`config.mk`:
```
export PLATFORM = sky130hd
export DESIGN_NAME = multicycle_ctrl
export DESIGN_NICKNAME = d
export VERILOG_FILES = /design/src/rtl/multicycle_ctrl.sv
export SDC_FILE = /design/constraint.sdc
export NUM_CORES = 1
export LEC_CHECK = 0
export CORE_ASPECT_RATIO = 0.7
export CORE_MARGIN = 1.5
export CORE_UTILIZATION = 40
export CTS_CLUSTER_SIZE = 40
export DETAILED_ROUTE_END_ITERATION = 6
export PLACE_DENSITY = 0.66
export SLEW_MARGIN = 20
export SYNTH_ARGS = -nofsm -noshare
export SYNTH_HDL_FRONTEND = slang
export SYNTH_SLANG_ARGS = --single-unit
```
`constraint.sdc`:
```
create_clock -name clk_i -period 5.3 [get_ports clk_i]
set_clock_uncertainty 0.1 [all_clocks]
set_input_delay 1.325 -clock clk_i [delete_from_list [all_inputs] [get_ports clk_i]]
set_output_delay 1.325 -clock clk_i [all_outputs]
set_load 0.1 [all_outputs]
```
`src/rtl/multicycle_ctrl.sv`:
```
// Multi-cycle instruction sequencer: FETCH/DECODE/EXECUTE/MEM/WRITEBACK with
// memory-wait timeout, retired-instruction counter and sticky trap state.
//
// state     | meaning
// ----------+-----------------------------------------------------------
// FETCH     | imem request held until response, then load IR
// DECODE    | latch instruction class and ALU op, or trap on no class
// EXECUTE   | branches retire here; loads/stores go to MEM
// MEM       | dmem request held until response; stores retire here
// WRITEBACK | register-file write and PC update, retires
// TRAP      | all strobes off, stays here until reset
module multicycle_ctrl #(
  parameter int unsigned TIMEOUT_CYCLES = 255,
  parameter int unsigned CNT_W          = 32
) (
  input  logic             clk_i,
  input  logic             rst_ni,
  input  logic             stall_i,
  input  logic             rtype_i,
  input  logic             itype_i,
  input  logic             load_i,
  input  logic             store_i,
  input  logic             branch_i,
  input  logic             jalr_i,
  input  logic             jal_i,
  input  logic             lui_i,
  input  logic             branch_taken_i,
  input  logic             imem_valid_i,
  input  logic             dmem_valid_i,
  output logic             imem_req_o,
  output logic             dmem_req_o,
  output logic             dmem_we_o,
  output logic             ir_we_o,
  output logic             reg_we_o,
  output logic             pc_we_o,
  output logic [1:0]       pc_sel_o,
  output logic [2:0]       aluop_o,
  output logic [2:0]       state_o,
  output logic [CNT_W-1:0] instret_o,
  output logic             trap_o
);

  localparam int unsigned WAIT_W = (TIMEOUT_CYCLES < 2) ? 1 : $clog2(TIMEOUT_CYCLES + 1);
  localparam logic [WAIT_W-1:0] TO_VAL = WAIT_W'(TIMEOUT_CYCLES);
  localparam logic TO_EN = (TIMEOUT_CYCLES != 0);

  typedef enum logic [2:0] {
    S_FETCH  = 3'd0,
    S_DECODE = 3'd1,
    S_EXEC   = 3'd2,
    S_MEM    = 3'd3,
    S_WB     = 3'd4,
    S_TRAP   = 3'd7
  } state_t;

  typedef enum logic [2:0] {
    C_R, C_LOAD, C_STORE, C_BRANCH, C_I, C_JALR, C_JAL, C_LUI
  } cls_t;

  state_t            r_state;
  state_t            w_state_nxt;
  cls_t              r_cls;
  cls_t              w_dec_cls;
  logic [2:0]        w_dec_aluop;
  logic              w_dec_ok;
  logic [2:0]        r_aluop;
  logic [CNT_W-1:0]  r_instret;
  logic [WAIT_W-1:0] r_wait;
  logic [WAIT_W-1:0] w_wait_inc;
  logic              w_timeout;

  assign w_wait_inc = r_wait + WAIT_W'(1);
  assign w_timeout  = TO_EN && (w_wait_inc == TO_VAL);

  // Class priority: rtype > load > store > branch > itype > jalr > jal > lui
  always_comb begin
    w_dec_cls   = C_R;
    w_dec_aluop = 3'b111;
    w_dec_ok    = 1'b1;
    if (rtype_i) begin
      w_dec_cls   = C_R;
      w_dec_aluop = 3'b000;
    end else if (load_i) begin
      w_dec_cls   = C_LOAD;
      w_dec_aluop = 3'b100;
    end else if (store_i) begin
      w_dec_cls   = C_STORE;
      w_dec_aluop = 3'b101;
    end else if (branch_i) begin
      w_dec_cls   = C_BRANCH;
      w_dec_aluop = 3'b010;
    end else if (itype_i) begin
      w_dec_cls   = C_I;
      w_dec_aluop = 3'b001;
    end else if (jalr_i) begin
      w_dec_cls   = C_JALR;
      w_dec_aluop = 3'b011;
    end else if (jal_i) begin
      w_dec_cls   = C_JAL;
      w_dec_aluop = 3'b011;
    end else if (lui_i) begin
      w_dec_cls   = C_LUI;
      w_dec_aluop = 3'b110;
    end else begin
      w_dec_ok    = 1'b0;
    end
  end

  always_ff @(posedge clk_i) begin
    if (!rst_ni) begin
      r_state <= S_FETCH;
    end else begin
      r_state <= w_state_nxt;
    end
  end

  always_comb begin
    w_state_nxt = r_state;
    if (!stall_i) begin
      unique case (r_state)
        S_FETCH: begin
          if (imem_valid_i)   w_state_nxt = S_DECODE;
          else if (w_timeout) w_state_nxt = S_TRAP;
        end
        S_DECODE: w_state_nxt = w_dec_ok ? S_EXEC : S_TRAP;
        S_EXEC: begin
          if (r_cls == C_LOAD || r_cls == C_STORE) w_state_nxt = S_MEM;
          else if (r_cls == C_BRANCH)              w_state_nxt = S_FETCH;
          else                                     w_state_nxt = S_WB;
        end
        S_MEM: begin
          if (dmem_valid_i)   w_state_nxt = (r_cls == C_STORE) ? S_FETCH : S_WB;
          else if (w_timeout) w_state_nxt = S_TRAP;
        end
        S_WB:    w_state_nxt = S_FETCH;
        default: w_state_nxt = S_TRAP;
      endcase
    end
  end

  // Write strobes are gated by stall; requests keep their state value.
  always_comb begin
    imem_req_o = 1'b0;
    dmem_req_o = 1'b0;
    dmem_we_o  = 1'b0;
    ir_we_o    = 1'b0;
    reg_we_o   = 1'b0;
    pc_we_o    = 1'b0;
    pc_sel_o   = 2'd0;
    unique case (r_state)
      S_FETCH: begin
        imem_req_o = 1'b1;
        ir_we_o    = imem_valid_i & ~stall_i;
      end
      S_EXEC: begin
        if (r_cls == C_BRANCH) begin
          pc_we_o  = ~stall_i;
          pc_sel_o = branch_taken_i ? 2'd1 : 2'd0;
        end
      end
      S_MEM: begin
        dmem_req_o = 1'b1;
        dmem_we_o  = (r_cls == C_STORE);
        pc_we_o    = (r_cls == C_STORE) & dmem_valid_i & ~stall_i;
      end
      S_WB: begin
        reg_we_o = ~stall_i;
        pc_we_o  = ~stall_i;
        if (r_cls == C_JAL)       pc_sel_o = 2'd1;
        else if (r_cls == C_JALR) pc_sel_o = 2'd2;
      end
      default: ;
    endcase
  end

  always_ff @(posedge clk_i) begin
    if (!rst_ni) begin
      r_cls     <= C_R;
      r_aluop   <= 3'b111;
      r_instret <= '0;
      r_wait    <= '0;
    end else begin
      if (pc_we_o) r_instret <= r_instret + CNT_W'(1);
      if (!stall_i) begin
        if (r_state == S_DECODE) begin
          r_cls   <= w_dec_cls;
          r_aluop <= w_dec_aluop;
        end
        if (r_state == S_FETCH) begin
          r_wait <= imem_valid_i ? '0 : w_wait_inc;
        end else if (r_state == S_MEM) begin
          r_wait <= dmem_valid_i ? '0 : w_wait_inc;
        end else begin
          r_wait <= '0;
        end
      end
    end
  end

  assign aluop_o   = r_aluop;
  assign state_o   = r_state;
  assign instret_o = r_instret;
  assign trap_o    = (r_state == S_TRAP);

endmodule

```
## Yosys cells after proc, flatten, opt, wreduce, memory -nomap -nowiden

Index checks and enable logic that the tools add are counted.

- Bits in registers: 49
- Input port bits: 14
- Output and inout port bits: 47
- Word-level logic and storage cells: 73

- Add/sub/neg operators: 2
- Equality and inequality tests: 11
- Multiplexer cells: 48
- Bitwise gates (word level): 4
- Reduce and logical (&&, ||, !) cells: 3

Operator list:

| operator | count |
|---|---|
| $mux W3 | 22 |
| $add A32 B1 Y32 const B | 1 |
| $mux W8 | 4 |
| $mux W1 | 17 |
| $pmux W3 S5 | 1 |
| $eq A3 B2 Y1 const B | 4 |
| $eq A3 B3 Y1 const B | 4 |
| $add A8 B1 Y8 const B | 1 |
| $eq A8 B8 Y1 const B | 1 |
| $eq A3 B1 Y1 const B | 2 |
| $mux W2 | 2 |
| $pmux W2 S2 | 1 |
| $and A1 B1 Y1 | 3 |
| $logic_not A3 Y1 | 1 |
| $pmux W1 S3 | 1 |
| $reduce_and A2 Y1 | 1 |
| $logic_or A1 B1 Y1 | 1 |
| $not A1 Y1 | 1 |

## Longest topological paths before layout

Gate-level depths: netlist of run 1.

- Depth in word-level cells: 10
- Mapped depth: 7
- Mapped depth without buffers: 6

## Least setup slack after synthesis of run 1

No wires, ideal clock.

- Path type: reg-to-output
- Start point: register r_state[1] (netlist: state_o[1])
- End point: output dmem_we_o
- Arrival time: 5840 ps
- Setup slack: -1965 ps
- Cell stages (with the launch flop): 5
- Cells stage by stage: dfxtp_1 -> clkbuf_1 -> inv_1 -> nor3_1 -> nor3b_1

- Cells in the longest elaborated chain, start to end: 2

Ends and longest elaborated chain:

| what | RTL line | RTL |
|---|---|---|
| start, declared | 60 | `state_t r_state;` |
| start signal, assigned | 113 | `r_state <= w_state_nxt;` |
| $eq A3 B2 Y1 | 150 | `unique case (r_state)` |
| $mux W1 | 150 |  |
| end, declared | 32 | `output logic dmem_we_o,` |

No other way between the ends.

## Final worst setup path of run 1

- Start point: input stall_i
- End point: output pc_we_o

- Cells in the longest elaborated chain, start to end: 3

Ends and longest elaborated chain:

| what | RTL line | RTL |
|---|---|---|
| start, declared | 18 | `input logic stall_i,` |
| $not A1 Y1 (no source line) * | n/a |  |
| $and A1 B1 Y1 or $mux W1 (tied branches) | 164, 156 |  |
| $pmux W1 S3 * | 150 |  |
| end, declared | 35 | `output logic pc_we_o,` |

Every way passes the cells marked *; elsewhere a longest branch is shown, timed or not.

==> results of run 1 <==
[routing by layer]
| metal | vias to the layer above | global-route usage | wire length, um |
|---|---|---|---|
| li1 | 1343 | - | - |
| met1 | 1262 | 0.3158 | 3810 |
| met2 | 74 | 0.2818 | 3025 |
| met3 | 6 | 0.03854 | 308 |
| met4 | 0 | 0.04110 | 53 |
| met5 | - | 0 | 0 |
[state kept, by name, indices dropped and copies added (netlist names)]
register and cells:
instret_o 32, r_wait 8, aluop_o 3, r_cls 3, state_o 3
[power by group]
group          switching (mW)  total, mW  internal, mW
Sequential            0.00884      0.381         0.372
Combinational          0.0816      0.117        0.0358
Clock                   0.123      0.260         0.137
Total                   0.213      0.759         0.545
[kinds of logic after synthesis]
| family | Yosys count |
|---|---|
| buffers and inverters | 27 |
| xor gates and xnor gates | 17 |
| and+or+nand+nor | 146 |
| muxes | 6 |
| DFF | 49 |
| AOI/OAI and AO/OA | 90 |
| adders and majority gates | 3 |
[how the worst max path moves through the flow]
stage,slack [ns],end,start,cells past startpoint
finish,0.79,pc_we_o,stall_i,7
global route,0.68,pc_we_o,stall_i,7
CTS,0.77,pc_we_o,stall_i,7
detailed placement,0.79,pc_we_o,stall_i,7
global placement,0.86,pc_we_o,stall_i,7
floorplan,0.10,pc_we_o,stall_i,5
[final cells by class]
class,count,area (sq um)
clock inverters,2,35.03
fillers,645,3158
repair buffers,64,633.1
inverters,11,41.29
clock buffers,5,68.82
multi-input cells,262,1690
well taps,94,117.6
flip-flops and latches,49,980.9
[cell usage after synthesis, drive strengths merged (7+ instances only)]
cell type | instances | share of area
a2111oi | 7 | 0.029
a211oi | 9 | 0.024
a21oi | 32 | 0.058
and3 | 7 | 0.016
clkbuf | 11 | 0.015
dfxtp | 49 | 0.35
inv | 11 | 0.015
nand2 | 28 | 0.038
nand2b | 9 | 0.020
nand3 | 15 | 0.029
nand4 | 8 | 0.018
nor2 | 31 | 0.042
o21ai | 17 | 0.031
or3 | 10 | 0.023
xnor2 | 16 | 0.051
[worst max-delay path, delay by kind of cell]
family	cells	cell delay (ns)
buf+inv	5	1.45
simple gates	1	0.16
compound gates	1	0.13
[per-stage QoR]
step           std cells  power, mW  utilization  setup slack (ns)  hold WS, ns
5_1_grt              487     0.7858       0.5304            0.6818       0.4026
4_1_cts              487     0.7637       0.5304            0.7748       0.3851
6_report             487     0.7589       0.5304            0.7925       0.3793
2_1_floorplan        338     0.4712            -            0.1016       0.3585
3_5_place_dp         480     0.5070       0.5150            0.7864       0.3629
3_3_place_gp         480     0.5058       0.5150            0.8590       0.3544
==> flow_summary.yaml, run 1 <==
setup_path:
  endpoint_kind: "primary output"
  path_cells: "clkdlybuf4s50_1 > buf_4 > inv_1 > a41oi_2 > buf_4 > nand2_1 > buf_12"
  reg2reg_to: "instret_o[26]"
  rr_worst_depth: 5
  slowest_stage: "clkdlybuf4s50_1"
  setup.worst_path.start_class: "input pin"
  cp_max_fo: 16
  reg2reg_setup_slack_ns: 2.76
  critical_path.most_common_cell: "buf_4"
  critPathKind: "input pin to primary output"
  crit_required_ns: 3.88
  crit_arrival_ns: 3.08
  slowest_delay_ns: 0.65
  r2r_start: "instret_o[2]"
outcome:
  status: "finished clean"
grt:
  overflow: 0
  grt_pass1_vias: 2382
  grt_max_degree: 24
  grt_pass1_wl_um: 11900
  antenna_found_initial: 0
  grtUsageTotal: 0.2013
clock_network:
  clkLatencyLatePin_ns: 0.29
  clk_path_buf_depth: 2
  htree_levels: 2
  post_cts_buffers: 0
  cts_resized: 0
  cts_hold_buf: 0
  numCtsBuffers: 5
  cts_tree: "done"
  cts_root_buffer: "clkbuf_8"
  cts_sinks: 49
  path_clk_slew_ns: 0.08
floorplan:
  rows: 25
  io-pin-count: 61
  design.die.area_sq_um: 7425
  initial_core_util: 0.4110
  fp.dieH_um: 72.55
  coreArea_sq_um: 6725
  die_x_um: 102.4
yosys:
  ys_ff_latch: 49
  yosysUniqueCellTypes: 51
  synth_edf_count: 0
  yosysWarningCount: 0
  synth_compound_area_frac: 0.2245
  synth_area_sq_um: 2764
  syn_inst: 338
  ys_seq_area_frac: 0.3549
  synth-adder-area-share: 0.01358
  synth_xor_area_frac: 0.05387
  synth_top_family_by_area: "simple AND/OR/NAND/NOR gates"
  postSynth.asyncResetShare: 0
  synth.net_count: 355
  synth_mux_area_frac: 0.02173
  syn_avg_cell_area_sq_um: 8.177
  synthSimpleGateAreaFrac: 0.2920
  synth-main-ff-cell: "dfxtp_1"
drt:
  vias: 2685
  dr.pass1.iters: 5
  wl_per_cell_um: 14.78
  drtIter0Drc: 124
  viasPerCell: 5.513
  drcViolationCount: 0
  ant_nets: 0
  drt-total-wl_um: 7198
timing:
  hold_viol_final: 0
  max_slew_margin: 0.3386
  tightest_slew_ns: 0.9891
  tns_ns: 0
  finalMaxSlewViolations: 0
  finalSetupViolCount: 0
  rsz0062_at_grt: "false"
  layout_min_cycle_time_ns: 4.507
  max_clock_freq_ghz: 0.2219
  fin_crit_sh: 0.8505
placement:
  place_area_sq_um: 3463
  finalWeightedCongestion: 0.8708
  portBuffers: 60
  hpwl_um: 5239
cells_and_area:
  drive_gt1_frac: 0.07888
  syn_to_final_growth_pct: 29.06
  most-common-layout-cells: "56 x clkdlybuf4s50_1, 49 x dfxtp_1, 32 x a21oi_1"
  antennaDiodeCount: 0
  fin_nets: 410
  final_common_cell: "clkdlybuf4s50_1"
  final_area_sq_um: 3567
power:
  pwr_density_cell_nw_per_um2: 212.7
  p_leak_nw: 1.164
  peakVddDrop_mv: 0.09670
hold_path:
  whs_endpoint: "aluop_o[2]"
  hp-start: "aluop_o[2]"
  hold_path_class: "flop to flop"
  hold_depth: 2
job:
  drv_cap: 0
Power figures use the tool's default switching activity.
==> run 2, diff against run 1 <==
CTS_BUF_LIST = sky130_fd_sc_hd__clkbuf_8 sky130_fd_sc_hd__clkbuf_16   (was not set)
MAX_ROUTING_LAYER = met4   (was not set)
==> run 2 against run 1 <==
  * Hold slack barely moved
  * Largest cell class unchanged
  * Highest routed layer unchanged
  * Critical endpoint unchanged
  * Utilization did not move
  * Critical path type unchanged
  * Non-clock buffer count unchanged
  * Largest power group unchanged
  * Clock power is essentially flat
==> flow_summary.yaml, run 2 (synthesized netlist as in run 1, its figures left out) <==
floorplan:
  fp.dieH_um: 72.55
  die_x_um: 102.4
  rows: 25
  initial_core_util: 0.4110
  design.die.area_sq_um: 7425
  io-pin-count: 61
  coreArea_sq_um: 6725
power:
  seqPwrFrac: 0.502
  p_clk_frac: 0.343
  p_leak_nw: 1.164
  pwr_density_cell_nw_per_um2: 212.7
  peakVddDrop_mv: 0.09670
  p_comb_frac: 0.155
  p_int_uw: 545.4
  sw_frac_of_total: 0.2813
  p_switching_uw: 213.5
drt:
  vias: 2686
  drt-total-wl_um: 7188
  drcViolationCount: 0
  viasPerCell: 5.515
  ant_nets: 0
  dr.pass1.iters: 5
  drtIter0Drc: 168
  wl_per_cell_um: 14.76
cells_and_area:
  drive_gt1_frac: 0.07888
  final_core_util: 0.5304
  most-common-layout-cells: "56 x clkdlybuf4s50_1, 49 x dfxtp_1, 32 x a21oi_1"
  fin_nets: 410
  antennaDiodeCount: 0
  seqCellArea_sq_um: 980.9
  final_common_cell: "clkdlybuf4s50_1"
  n_fill_cell: 645
  largest_reg_flops: 32
  syn_to_final_growth_pct: 29.06
  multi_input_area_sq_um: 1690
timing:
  finalSetupViolCount: 0
  layout_min_cycle_time_ns: 4.507
  rsz0062_at_grt: "false"
  fin_crit_sh: 0.8503
  tns_ns: 0
  finalMaxSlewViolations: 0
  hold_viol_final: 0
  max_slew_margin: 0.3386
  fin_worst_hold_slack_ns: 0.3793
  max_clock_freq_ghz: 0.2219
  tightest_slew_ns: 0.9891
hold_path:
  hold_path_class: "flop to flop"
  hp-start: "aluop_o[2]"
outcome:
  status: "finished clean"
setup_path:
  crit_required_ns: 3.88
  critPathKind: "input pin to primary output"
  crit_path_start: "stall_i"
  cp_max_fo: 16
  endpoint_kind: "primary output"
  crit_arrival_ns: 3.08
  r2r_start: "instret_o[2]"
  setup.worst_path.start_class: "input pin"
grt:
  grt_max_degree: 24
  grt_pass1_wl_um: 11900
  overflow: 0
  grtUsageTotal: 0.2074
  grt_pass1_vias: 2383
  antenna_found_initial: 0
clock_network:
  htree_levels: 2
  cts_resized: 0
  path_clk_slew_ns: 0.08
  clk_path_buf_depth: 2
  numCtsBuffers: 5
  cts_root_buffer: "clkbuf_8"
  cts_sinks: 49
  post_cts_buffers: 0
  cts_tree: "done"
  cts_hold_buf: 0
  clkLatencyLatePin_ns: 0.30
placement:
  portBuffers: 60
  hpwl_um: 5239
  finalWeightedCongestion: 0.8851
job:
  drv_cap: 0
run 2: cell counts in the layout (fill, tap and decap cells not counted):
Identical to the previous run, type by type.
run 2: cell type report:
cell class	instances	share of cell area
flip-flops and latches	49	0.2750
clock inverters	2	0.009821
inverters	11	0.01157
well taps	94	0.03297
clock buffers	5	0.01929
multi-input cells	262	0.4739
repair buffers	64	0.1775
run 2: path summary, 6_finish.rpt:
path	end	slack, ns	cells past startpoint
worst max-delay path	pc_we_o	0.79	7
worst min-delay path	aluop_o[2]	0.38	2
worst max register to register	instret_o[26]	2.75	5
worst min register to register	aluop_o[2]	0.38	2
run 2: power by group through the flow:
stage,Clock [mW],Sequential [mW],Combinational [mW]
finish,0.260,0.381,0.117
global route,0.279,0.382,0.125
CTS,0.265,0.381,0.118
global placement,0,0.389,0.116
detailed placement,0,0.390,0.117
floorplan,0,0.409,0.0617
run 2: worst max-delay path, stage by stage:
cell	delay, ns
clkdlybuf4s50_1	0.65
buf_4	0.25
inv_1	0.11
a41oi_2	0.13
buf_4	0.23
nand2_1	0.16
buf_12	0.21
run 2: metrics by stage:
step | instances | setup WS, ns | cell area, sq um | power (mW)
after CTS | 487 | 0.7748 | 3567 | 0.7637
after global routing | 487 | 0.6818 | 3567 | 0.7857
final | 487 | 0.7932 | 3567 | 0.7589
after detailed placement | 480 | 0.7864 | 3463 | 0.5070
after global placement | 480 | 0.8590 | 3463 | 0.5058
after floorplan | 338 | 0.1016 | 2780 | 0.4712
run 2: routing by layer:
metal	GRT usage	up-vias	wire length [um]
met3	0.03757	6	381
li1	-	1346	-
met1	0.3164	1249	3739
met2	0.2818	85	3021
met4	0.04110	0	45
met5	-	-	0
==> run 3, diff against run 2 <==
CELL_PAD_IN_SITES_DETAIL_PLACEMENT = 2   (was not set)
CELL_PAD_IN_SITES_GLOBAL_PLACEMENT = 2   (was not set)
CORE_UTILIZATION = 31   (was 40)
PLACE_DENSITY = not set   (was 0.66)
PLACE_DENSITY_LB_ADDON = 0.1   (was not set)
==> run 3 against run 2 <==
  * Critical endpoint unchanged
  * Setup slack better by 0.061 ns
  * Largest power group unchanged
  * Die area increased by 28%
  * Sequential cell count unchanged
  * Utilization down 10 points
==> flow_summary.yaml, run 3 (synthesized netlist as in run 1, its figures left out) <==
cells_and_area:
  syn_to_final_growth_pct: 32.73
  stdcell_count: 514
  n_fill_cell: 998
  final_core_util: 0.4292
  fin_nets: 410
  final_common_cell: "clkdlybuf4s50_1"
  final_area_sq_um: 3669
  drive_gt1_frac: 0.07868
  antennaDiodeCount: 0
  most-common-layout-cells: "56 x clkdlybuf4s50_1, 49 x dfxtp_1, 32 x a21oi_1"
  largest_reg_flops: 32
setup_path:
  crit_arrival_ns: 3.02
  crit_required_ns: 3.88
  r2r_start: "instret_o[3]"
  slowest_delay_ns: 0.57
  critical_path.most_common_cell: "buf_4"
  path_cells: "clkdlybuf4s50_1 > buf_4 > inv_1 > a41oi_2 > buf_4 > nand2_1 > buf_12"
  setup.worst_path.start_class: "input pin"
  cp_max_fo: 16
  slowest_stage: "clkdlybuf4s50_1"
  critPathKind: "input pin to primary output"
  crit_path_start: "stall_i"
  endpoint_kind: "primary output"
drt:
  drcViolationCount: 0
  drt-total-wl_um: 9142
  viasPerCell: 5.360
  ant_nets: 0
  wl_per_cell_um: 17.79
  drtIter0Drc: 108
  dr.pass1.iters: 4
  vias: 2755
timing:
  finalMaxSlewViolations: 0
  tns_ns: 0
  rsz0062_at_grt: "false"
  fin_worst_hold_slack_ns: 0.3907
  max_clock_freq_ghz: 0.2249
  finalSetupViolCount: 0
  fin_crit_sh: 0.8389
  timing.final.ws_setup_ns: 0.8539
  layout_min_cycle_time_ns: 4.446
  max_slew_margin: 0.3442
  hold_viol_final: 0
  tightest_slew_ns: 0.9807
grt:
  antenna_found_initial: 0
  grt_pass1_vias: 2888
  grt_max_degree: 42
  grtUsageTotal: 0.2137
  overflow: 0
  grt_pass1_wl_um: 15240
outcome:
  status: "finished clean"
hold_path:
  hold_path_class: "flop to flop"
  hp-start: "aluop_o[2]"
floorplan:
  coreArea_sq_um: 8548
  initial_core_util: 0.3233
  rows: 28
  fp.dieH_um: 82
  design.die.area_sq_um: 9500
  die_x_um: 115.9
  io-pin-count: 61
power:
  peakVddDrop_mv: 0.1214
  p_leak_nw: 1.199
  pwr_density_cell_nw_per_um2: 240.9
  power_uw: 883.8
placement:
  dp_cells: 506
  dp_slack_ns: 0.8703
  hpwl_um: 6681
  place_area_sq_um: 3496
  portBuffers: 60
  finalWeightedCongestion: 0.8112
clock_network:
  clkLatencyLatePin_ns: 0.30
  cts_tree: "done"
  clk_path_buf_depth: 2
  path_clk_slew_ns: 0.06
  numCtsBuffers: 5
  cts_root_buffer: "clkbuf_16"
  cts_resized: 0
  cts_hold_buf: 0
  htree_levels: 2
  post_cts_buffers: 0
  cts_sinks: 49
job:
  drv_cap: 0
==> run 3: cell count changes in the layout (fill, tap and decap cells not counted), sizes merged <==
cell / previous run / this run
clkbuf: 5 / 6
clkinv: 1 / 0
inv: 11 / 12
==> run 3: worst max-delay path: cells and delay by family <==
family | cells | cell delay (ns)
compound gates | 1 | 0.14
buf+inv | 5 | 1.37
simple gates | 1 | 0.16
==> run 3: final timing paths <==
check / slack [ns] / cells past startpoint / end
max reg2reg: 2.63 / 5 / instret_o[26]
min reg2reg: 0.39 / 2 / aluop_o[2]
min: 0.39 / 2 / aluop_o[2]
max: 0.85 / 7 / pc_we_o
==> run 3: cell type report <==
class | count | area [sq um] | share of cell area
Sequential cell | 49 | 980.9 | 0.2674
Tap cell | 120 | 150.1 | 0.04093
Timing Repair Buffer | 64 | 633.1 | 0.1726
Multi-Input combinational cell | 262 | 1690 | 0.4608
Clock buffer | 6 | 138.9 | 0.03786
Clock inverter | 2 | 33.78 | 0.009209
Inverter | 11 | 41.29 | 0.01126
==> run 3: report_power, final <==
part / switching (mW) / internal (mW)
sequential: 0.00932 / 0.372
clock: 0.148 / 0.234
combinational: 0.0843 / 0.0359
total: 0.241 / 0.643
==> run 3: routing by layer <==
metal  wire, um  GRT usage  share of wire
met1       4803     0.2902           0.53
met3        252    0.04207          0.028
met4         99    0.05000          0.011
met5          0          -              0
met2       3986     0.3282           0.44
